`src/rtl/hatch_arbiter.sv`:
```
// hatch_arbiter: round-robin arbiter sharing the single-ported instruction
// memory between N fetch requesters. One read is granted per cycle. Each read
// is tracked through a fixed-latency tag pipeline so that the returned
// instruction reaches the requester that issued it. A per-requester flush
// drops that requester's in-flight responses.
module hatch_arbiter #(
  parameter int N   = 2,
  parameter int LAT = 1,
  parameter int AW  = 32,
  parameter int IW  = 48
) (
  input  logic            clk,
  input  logic            rst,
  input  logic [N-1:0]    req_valid,
  input  logic [N*AW-1:0] req_address,
  output logic [N-1:0]    req_ready,
  input  logic [N-1:0]    flush,
  output logic [AW-1:0]   hatch_address,
  output logic            hatch_valid,
  input  logic [IW-1:0]   hatch_instruction,
  output logic [N-1:0]    resp_valid,
  output logic [IW-1:0]   resp_instruction
);

  localparam int          IDW = (N > 1) ? $clog2(N) : 1;
  localparam int unsigned NU  = N;

  logic [IDW-1:0] rr_ptr;
  logic [AW-1:0]  last_addr;
  logic [N-1:0]   eligible;
  logic           grant_any;
  logic [IDW-1:0] grant_id;
  logic [LAT-1:0] pipe_v;
  logic [IDW-1:0] pipe_id [LAT];
  logic           out_live;

  // True when the tag id belongs to a requester being flushed this cycle.
  function automatic logic id_flushed(input logic [IDW-1:0] id,
                                      input logic [N-1:0]   f);
    logic hit;
    hit = 1'b0;
    for (int unsigned j = 0; j < NU; j++) begin
      if (f[j] && id == IDW'(j)) hit = 1'b1;
    end
    return hit;
  endfunction

  // Round-robin grant: first eligible requester at or after rr_ptr, wrapping.
  always_comb begin : grant_sel
    int unsigned idx;
    idx       = 0;
    eligible  = rst ? '0 : (req_valid & ~flush);
    grant_any = 1'b0;
    grant_id  = '0;
    req_ready = '0;
    for (int unsigned k = 0; k < NU; k++) begin
      idx = 32'(rr_ptr) + k;
      if (idx >= NU) idx = idx - NU;
      if (!grant_any && eligible[idx[IDW-1:0]]) begin
        grant_any = 1'b1;
        grant_id  = idx[IDW-1:0];
      end
    end
    if (grant_any) req_ready[grant_id] = 1'b1;
    hatch_valid = grant_any;
    if (rst)
      hatch_address = '0;
    else if (grant_any)
      hatch_address = req_address[grant_id*AW +: AW];
    else
      hatch_address = last_addr;
  end

  // Advance the round-robin pointer and remember the last issued address.
  always_ff @(posedge clk) begin
    if (rst) begin
      rr_ptr    <= '0;
      last_addr <= '0;
    end else if (grant_any) begin
      rr_ptr    <= (32'(grant_id) == NU - 1) ? '0 : grant_id + 1'b1;
      last_addr <= hatch_address;
    end
  end

  // Tag pipeline; a flush clears matching entries as they shift forward.
  always_ff @(posedge clk) begin
    if (rst) begin
      pipe_v <= '0;
    end else begin
      pipe_v[0] <= grant_any;
      for (int unsigned s = 1; s < LAT; s++) begin
        pipe_v[s] <= pipe_v[s-1] & ~id_flushed(pipe_id[s-1], flush);
      end
    end
    pipe_id[0] <= grant_id;
    for (int unsigned s = 1; s < LAT; s++) begin
      pipe_id[s] <= pipe_id[s-1];
    end
  end

  // Response routing; a flush suppresses the matching response in the same cycle.
  always_comb begin
    out_live   = !rst && pipe_v[LAT-1] && !id_flushed(pipe_id[LAT-1], flush);
    resp_valid = '0;
    if (out_live) resp_valid[pipe_id[LAT-1]] = 1'b1;
    resp_instruction = out_live ? hatch_instruction : '0;
  end

endmodule

```
`config.mk`:
```
export PLATFORM = sky130hd
export DESIGN_NAME = hatch_arbiter
export DESIGN_NICKNAME = d
export VERILOG_FILES = /design/src/rtl/hatch_arbiter.sv
export SDC_FILE = /design/constraint.sdc
export NUM_CORES = 1
export LEC_CHECK = 0
export BUFFER_PORTS_ARGS = -buffer_cell sky130_fd_sc_hd__buf_2
export CORE_UTILIZATION = 34
export DETAILED_ROUTE_END_ITERATION = 16
export GPL_TIMING_DRIVEN = 0
export PLACE_DENSITY = 0.79
export SYNTH_ARGS = -nofsm -noshare
export SYNTH_HDL_FRONTEND = slang
export SYNTH_SLANG_ARGS = --single-unit
```
`constraint.sdc`:
```
create_clock -name clk -period 1.6 [get_ports clk]
set_clock_uncertainty 0.2 [all_clocks]
set_input_delay 0.08 -clock clk [delete_from_list [all_inputs] [get_ports clk]]
set_output_delay 0.08 -clock clk [all_outputs]
set_load 0.01 [all_outputs]
```
; ---- Yosys cells after proc, flatten, opt, wreduce, memory -nomap -nowiden
; Memories as Yosys holds them, arrays and structs flattened.
; Index checks and enable logic that the tools add are counted.
[totals]
ff_bits = 34
latch_bits = 0
mem_bits_rw = 1
mem_bits_ro = 0
inputBits = 118
n_memories = 1
[classes]
n_addsub = 4
mul = 0
div = 0
n_lt_le_gt_ge = 8
eq_ne = 0
n_shift = 1
muxes = 23
bitwise_logic = 3
reduce_logical = 10
[memory_table]
columns = name, words, width, rd, rd_clocked_by_memory_dff, wr, line_no
row1 = pipe_id, 1, 1, 1, 0, 1, 34  ; logic [IDW-1:0] pipe_id [LAT];
[op_table]
columns = op, n
row1 = 32-bit 2-to-1 mux, 2
row2 = 64-bit by 7-bit indexed part select with 32-bit output, 1
row3 = 48-bit 2-to-1 mux, 1
row4 = 1-bit 2-to-1 mux, 15
row5 = 1-bit by 2-bit less-than comparator with 1-bit output (second input constant), 4
row6 = 1-bit logical AND, 7
row7 = 2-bit 2-to-1 mux, 3
row8 = 1-bit logical NOT, 3
row9 = 1-bit by 1-bit adder with 2-bit output (second input constant), 1
row10 = 2-bit AND, 1
row11 = 1-bit demux with 1-bit select, 2
row12 = 1-bit greater-or-equal comparator (second input constant), 2
row13 = 1-bit by 2-bit greater-or-equal comparator with 1-bit output (second input constant), 1
row14 = 2-bit greater-or-equal comparator (second input constant), 1
row15 = 2-bit inverter, 1
row16 = 1-bit subtractor (second input constant), 2
row17 = 1-bit adder (second input constant), 1
row18 = 1-bit inverter, 1

; ---- Logic depth before layout (Yosys ltp)
; Gate-level depths: netlist of the first run.
[depth]
word_depth = 14
ltp_mapped = 6
mapped_depth_nobuf = 3

; ---- Worst setup path after synthesis of the first run
; Ideal clock, no wire load.
[synth_timing]
path_type = flip-flop to output port
start = register rr_ptr
end = output hatch_address[0]
arrival_ns = 1.402
required_time_ns = 1.320
setup_slack_ns = -0.082
path_stages_with_launch = 5
path_buffers = 2
path_cell_list = dfxtp_1 -> o311a_1 -> buf_2 -> buf_6 -> a221o_1
[synth_via]
elab_chain_cells = 11
[synth_lines]
columns = item, line_no
row1 = "start, declared", 28  ; logic [IDW-1:0] rr_ptr;
row2 = "start signal, assigned", 80  ; rr_ptr <= (32'(grant_id) == NU - 1) ? '0 : grant_id + 1'b1;
row3 = 1-bit by 2-bit greater-or-equal comparator with 1-bit output or 1-bit subtractor (tied branches), 58  ; if (idx >= NU) idx = idx - NU;
row4 = 1-bit 2-to-1 mux, 58
row5 = 1-bit 2-to-1 mux (not written as such) (2 in a row), 59  ; if (!grant_any && eligible[idx[IDW-1:0]]) begin
row6 = 1-bit 2-to-1 mux, 59
row7 = 1-bit logical NOT, 59
row8 = 1-bit logical AND, 59
row9 = 1-bit 2-to-1 mux, 59
row10 = 64-bit by 7-bit indexed part select with 32-bit output, 69  ; hatch_address = req_address[grant_id*AW +: AW];
row11 = 32-bit 2-to-1 mux (*), 68  ; else if (grant_any)
row12 = 32-bit 2-to-1 mux (*), 66  ; if (rst)
row13 = "end, declared", 18  ; output logic [AW-1:0] hatch_address,
; Mark *: on every way between the ends. The rest lies on a longest branch, timed or not. The select of a mux whose other input is x is not followed.

; ---- Final worst setup path of the first run
[layout_timing]
start = register rr_ptr
end = output hatch_address[7]
; The elaborated chain is that of the path after synthesis.

==> summary.txt, run 1 <==
Run status
  • Status: finished with violations
  • Failing checks: setup timing

Critical path
  • Critical Path Max Stage Delay: roughly 350 ps
  • CP Class: reg -> out
  • CP max FO: 7
  • Critical path required time: 1320 ps
  • Critical Path AT: 1730 ps
  • Critical path cell sequence: o311a_1, buf_6, clkbuf_16, a221o_1, buf_2
  • CP max stage cell: dfxtp_4
  • Worst setup EP type: primary output
  • Worst Setup Start Kind: flip-flop
  • Setup slack, reg-to-reg: -360 ps

STA
  • Final setup viols: 115
  • Relative slew slack: 67.8%
  • Final Hold Fails: 0
  • Tcrit/Tclk final: 125%
  • Final Max Slew Viols: 0
  • Fmax achieved: roughly 500 MHz
  • Measured slew at the worst slew-check pin: 483 ps
  • Fin Hold WS: 212 ps
  • Final WS setup: -407 ps
  • RSZ-0062 raised after global routing: true
  • Clock period minus worst slack: 2010 ps

Power and ir drop
  • Sw Ratio: 28.8%
  • Clock Power Share: a little over a quarter
  • PD cells: 513 nW/um2
  • Sw power: 727 uW
  • Leak: 0.00238 uW
  • Pint: 1800 uW
  • Flop pwr share: between 30% and 40%
  • IR drop worst, VDD: 0.410 mV
  • Combinational share of power: between 30% and 40%

Floorplan
  • Die height: 83.3 um
  • Row cnt: 29
  • Initial Util: 35.3%
  • Die Wd: roughly 83 um
  • Floorplan Core Area: between 6000 and 7000 um2
  • I/O pins: a little over 200
  • Die area: 6930 um2

Drt
  • DRT Wirelength: 12,100 um
  • Via count: 3,435
  • # DRC: 0
  • Drt initial violations: 234
  • Drt pass-1 iters: 5
  • Final antenna-violating net count: 0
  • Drt wl/cell: between 20 and 25 um
  • Via/cell ratio: between 5 and 6

Synthesis
  • Cells after synthesis: 226
  • Syn Nets: around 340
  • Sequential area share after synthesis: 31.2%
  • Avg Synthesized Cell Area: 9.93 um2
  • Syn Std Cell Area: 2240 um2
  • Yosys cell types: 16
  • Yosys warns: 0
  • Synthesized flop and latch total: 35

GRT
  • Vias in the first global route: around 3,400
  • Antenna violations before repair: 1
  • GRT Util Overall: 29.7%
  • First-pass GRT wire length: 16,800 um
  • Grt total ovfl: 0
  • Largest net degree at the start of global routing: 11

Final layout
  • Nets: 641
  • Final core occ: 77.6%
  • P&R area growth vs syn: 119%
  • Leading cell type in the layout, fill and taps excluded: buf_2
  • Fraction of layout cells with a size suffix above 1: 59.5%
  • Most frequent cells in the layout: buf_2 (158), buf_6 (67), a221o_1 (64), dlygate4sd3_1 (64), and2_4 (47)
  • Fillers: around 420

Placement
  • HPWL Detailed: a little over 6000 um
  • Port buffer count: 201
  • Placer Congestion: 0.810

Clocking
  • Number of buffers created by CTS: 5
  • Max Root-Sink Buffers: 2
  • CTS root buf: clkbuf_8
  • Clk_lat worst skew: 280 ps
  • Htree depth: 2
  • CTS clk-pin slew, worst paths: 70 ps
  • TritonCTS clock tree: built
  • Clock sinks: 35

Job
  • Max Cap Viol: 0

Hold path
  • Worst hold path type: in -> reg
[stage by stage]
stage | total power [uW] | setup TNS [ps] | setup WS [ps] | instance area, um2 | instances
after floorplan | 1280 | 0 | 11.7 | 2250 | 226
after global placement | 1560 | -11990 | -235 | 3350 | 504
after detailed placement | 1570 | -13300 | -236 | 3350 | 504
after CTS | 2420 | -27450 | -383 | 4460 | 592
after global routing | 2640 | -35180 | -469 | 4920 | 601
final | 2520 | -28980 | -407 | 4920 | 601
[routing by layer]
metal | up-vias | wire length [um] | part of all wire, % | track usage, %
met5 | - | 0 | 0 | 0
met4 | 0 | 714 | 5.9 | 14.7
met1 | 1643 | 4320 | 36 | 32.0
met3 | 61 | 891 | 7.4 | 6.26
li1 | 1516 | - | - | -
met2 | 215 | 6140 | 51 | 54.5
[logic make-up (layout without fill, tap and decap cells)]
logic type / after synthesis / in the layout / share of synthesized area (%)
buf+inv: 33 / 329 / 9.42
compound gates: 68 / 68 / 31.0
other cells: 0 / 1 / 0
simple gates: 89 / 90 / 27.9
flops: 35 / 35 / 31.2
mux: 1 / 1 / 0.446
[registers in the layout, summed over array words and instances (netlist names)]
register / flops
last_addr: 32
pipe_id: 1
pipe_v: 1
rr_ptr: 1
[what timing repair did]
| action | CTS | global route |
|---|---|---|
| setup endpoints to repair | 111 | 116 |
| hold endpoints to repair | 32 | 0 |
| pin swaps | 32 | 44 |
| gates resized for setup | 60 | 101 |
| hold buffers | 64 | 0 |
| buffers inserted | 12 | 7 |
| gates cloned | 7 | 3 |
[final timing paths]
path,startpoint,cells after the start,end
setup / recovery,rr_ptr$_SDFFE_PP0N_,5,hatch_address[7]
hold / removal,rst,3,pipe_v$_SDFF_PP0_
setup reg to reg,rr_ptr$_SDFFE_PP0N_,7,last_addr[31]$_SDFFE_PP0N_
hold reg to reg,last_addr[4]$_SDFFE_PP0N_,2,last_addr[4]$_SDFFE_PP0N_
[power by group through the flow]
stage          Clock [uW]  Sequential, uW  Combinational (uW)
3_5_place_dp            0             971                 601
4_1_cts               673             949                 795
5_1_grt               719             956                 961
3_3_place_gp            0             968                 589
2_1_floorplan           0             964                 316
6_report              670             951                 903
[cells in the mapped netlist]
master / n / share of area, %
a2111oi_4: 1 / 1.2
a211oi_1: 1 / 0.33
a221o_1: 64 / 29
and2_1: 49 / 14
and3_1: 1 / 0.28
buf_2: 7 / 1.6
buf_4: 1 / 0.33
buf_6: 10 / 5.0
clkbuf_1: 13 / 2.2
dfxtp_1: 35 / 31
inv_1: 2 / 0.33
mux2i_1: 1 / 0.45
nor2_1: 4 / 0.67
nor2b_1: 3 / 0.84
nor4b_1: 32 / 12
o311a_1: 2 / 0.89
[layout make-up]
| cell class | instances | area, um2 | area share (%) |
|---|---|---|---|
| repair buffers | 292 | 2290 | 46.5 |
| multi-input cells | 159 | 1480 | 30.1 |
| flip-flops and latches | 35 | 706 | 14.3 |
| plain buffers | 28 | 255 | 5.18 |
| well taps | 77 | 96.3 | 1.96 |
| clock buffers | 6 | 82.6 | 1.68 |
| inverters | 2 | 7.51 | 0.152 |
| clock inverters | 1 | 5.00 | 0.102 |
| diodes | 1 | 2.50 | 0.0508 |
[worst max-delay path, delay by kind of cell (launching register included)]
kind,cells,cell delay (ps)
buf+inv,3,470
flops,1,350
compound gates,2,620
No activity file was read; power rests on OpenSTA's default activity.
==> run 2, diff against run 1 <==
Settings changed: BUFFER_PORTS_ARGS -buffer_cell sky130_fd_sc_hd__buf_2 to -buffer_cell sky130_fd_sc_hd__clkbuf_2, CORE_ASPECT_RATIO set to 0.6, PLACE_DENSITY 0.79 to 0.84.
==> summary.txt, run 2 (synthesis gave the netlist of run 1 again) <==
Clocking
  • Clk_lat worst skew: 280 ps (about the same)
  • Max Root-Sink Buffers: 2 (unchanged)
  • TritonCTS clock tree: built (unchanged)
  • CTS clk-pin slew, worst paths: 80 ps (was 70 ps)
  • Htree depth: 2 (unchanged)
  • Clock sinks: 35 (unchanged)
  • Number of buffers created by CTS: 5 (unchanged)
  • CTS root buf: clkbuf_8 (unchanged)

Power and ir drop
  • Clock Power Share: 26.0% (was 26.6%)
  • IR drop worst, VDD: 0.349 mV (was 0.410 mV)
  • Sw power: 693 uW (was 727 uW)
  • PD cells: 540 nW/um2 (was 513 nW/um2)
  • Leak: 0.00220 uW (was 0.00238 uW)
  • Pint: 1700 uW (was 1800 uW)
  • Combinational share of power: 34.4% (was 35.8%)
  • Sw Ratio: 28.9% (was 28.8%)
  • Flop pwr share: 39.7% (was 37.7%)

STA
  • Final Hold Fails: 0 (unchanged)
  • Final WS setup: -394 ps (was -407 ps)
  • RSZ-0062 raised after global routing: true (unchanged)
  • Relative slew slack: 58.9% (was 67.8%)
  • Tcrit/Tclk final: 125% (about the same)
  • Fmax achieved: 502 MHz (was 498 MHz)
  • Final Max Slew Viols: 0 (unchanged)
  • Clock period minus worst slack: 1990 ps (was 2010 ps)
  • Measured slew at the worst slew-check pin: 608 ps (was 483 ps)
  • Final setup viols: 114 (was 115)

Critical path
  • Critical Path AT: 1710 ps (was 1730 ps)
  • RR Endpoint: last_addr[25]$_SDFFE_PP0N_ (was last_addr[31]$_SDFFE_PP0N_)
  • Worst flop-to-flop path startpoint: rr_ptr$_SDFFE_PP0N_ (unchanged)
  • Worst r2r path cells: 6 (was 7)
  • Setup slack, reg-to-reg: -260 ps (was -360 ps)
  • Worst Setup Start Kind: flip-flop (unchanged)
  • CP max FO: 10 (was 7)
  • CP Class: reg -> out (unchanged)
  • Critical path required time: 1320 ps (about the same)
  • Worst setup EP type: primary output (unchanged)

GRT
  • Grt total ovfl: 0 (unchanged)
  • Vias in the first global route: 3,000 (was 3,402)
  • Largest net degree at the start of global routing: 12 (was 11)
  • GRT Util Overall: 27.6% (was 29.7%)
  • First-pass GRT wire length: 14,700 um (was 16,800 um)
  • Antenna violations before repair: 0 (was 1)

Final layout
  • Fraction of layout cells with a size suffix above 1: 52.7% (was 59.5%)
  • Most frequent cells in the layout: clkbuf_2 (189), a221o_1 (64), dlygate4sd3_1 (64) (was buf_2 (158), buf_6 (67), a221o_1 (64), dlygate4sd3_1 (64), and2_4 (47))
  • Final core occ: 71.0% (was 77.6%)
  • Max FFs per register: 32 (unchanged)
  • Ant diodes: 0 (was 1)
  • Nets: 631 (was 641)
  • Reg with most FFs: last_addr (unchanged)
  • P&R area growth vs syn: 97.8% (was 119%)
  • Leading cell type in the layout, fill and taps excluded: clkbuf_2 (was buf_2)

Floorplan
  • Die area: 6940 um2 (was 6930 um2)
  • Die Wd: 107 um (was 83.3 um)
  • I/O pins: 203 (unchanged)
  • Floorplan Core Area: 6250 um2 (was 6350 um2)
  • Row cnt: 22 (was 29)
  • Die height: 64.9 um (was 83.3 um)
  • Initial Util: 35.9% (was 35.3%)

Drt
  • Drt initial violations: 280 (was 234)
  • Via/cell ratio: 5.49 (was 5.72)
  • Drt pass-1 iters: 5 (unchanged)
  • Via count: 3,281 (was 3,435)
  • Drt wl/cell: 17.4 um (was 20.1 um)
  • # DRC: 0 (unchanged)
  • Final antenna-violating net count: 0 (unchanged)
  • DRT Wirelength: 10,400 um (was 12,100 um)

Job
  • Max Cap Viol: 0 (unchanged)

Hold path
  • Hold path endpoint: pipe_v$_SDFF_PP0_ (unchanged)
  • HP Start: rst (unchanged)
  • Worst hold path type: in -> reg (unchanged)
  • Worst hold path cell count: 3 (unchanged)

Placement
  • HPWL Detailed: 6550 um (was 6170 um)
  • Port buffer count: 201 (unchanged)
  • Placer Congestion: 0.763 (was 0.810)
  • DP Worst Slack: -274 ps (was -236 ps)

Run status
  • Failing checks: setup timing (unchanged)
  • Status: finished with violations (unchanged)
-- run 2: cell count changes in the layout (fill, tap and decap cells not counted), moves of 5 or more --
cell      delta
and2_4      -31
clkbuf_8    +11
buf_6       -56
buf_2      -144
clkbuf_2   +188
and2_1      +31
buf_8        -5
-- run 2: how the worst max path moves through the flow --
stage	endpoint	startpoint	slack (ps)	depth (start not counted)
after floorplan	last_addr[6]$_SDFFE_PP0N_	rr_ptr$_SDFFE_PP0N_	10	4
after global placement	hatch_address[5]	req_valid[1]	-220	8
after detailed placement	hatch_address[5]	req_valid[1]	-270	8
after CTS	hatch_address[5]	rr_ptr$_SDFFE_PP0N_	-370	5
after global routing	hatch_address[2]	rr_ptr$_SDFFE_PP0N_	-430	5
final	hatch_address[2]	rr_ptr$_SDFFE_PP0N_	-390	5
-- run 2: per-stage QoR --
stage | total power (uW) | cells | hold slack [ps] | cell area (um2) | TNS (ps)
floorplan | 1280 | 226 | 18.7 | 2250 | 0
global placement | 1570 | 511 | 123 | 3360 | -10690
detailed placement | 1580 | 511 | 126 | 3360 | -15920
CTS | 2350 | 591 | 194 | 4330 | -22930
global route | 2500 | 598 | 212 | 4440 | -33600
finish | 2400 | 598 | 197 | 4440 | -27740
-- run 2: worst max-delay path: stages, from the launching register on --
cell and delay, ps:
dfxtp_4 370, o311a_4 310, buf_6 140, buf_8 130
a221o_1 340, clkbuf_2 140
-- run 2: cell type report --
class	instances	area, um2
Timing Repair Buffer	281	1850
Fill cell	466	1810
Multi-Input combinational cell	158	1400
Sequential cell	35	706
Buffer	30	287
Tap cell	84	105
Clock buffer	6	72.6
Clock inverter	2	12.5
Inverter	2	7.51
-- run 2: timing repair --
item	CTS	global route
gates cloned	4	1
gates resized for setup	49	24
setup buffers	5	6
endpoints found under the hold margin	32	0
hold buffers	64	0
endpoints found under the setup margin	111	115
pin swaps	26	19
-- run 2: power groups by stage --
stage	Combinational, uW	Sequential (uW)	Clock [uW]
2_1_floorplan	316	964	0
3_3_place_gp	599	967	0
3_5_place_dp	611	970	0
4_1_cts	775	949	621
5_1_grt	874	956	668
6_report	824	951	622
-- run 2: metal layers --
layer  vias to the layer above  share of wire (%)  global-route usage (%)
met5                         -                  0                       0
met4                         0                1.5                    6.34
met3                        20                7.9                    4.83
met2                       221                 48                    46.9
met1                      1548                 43                    36.4
li1                       1492                  -                       -
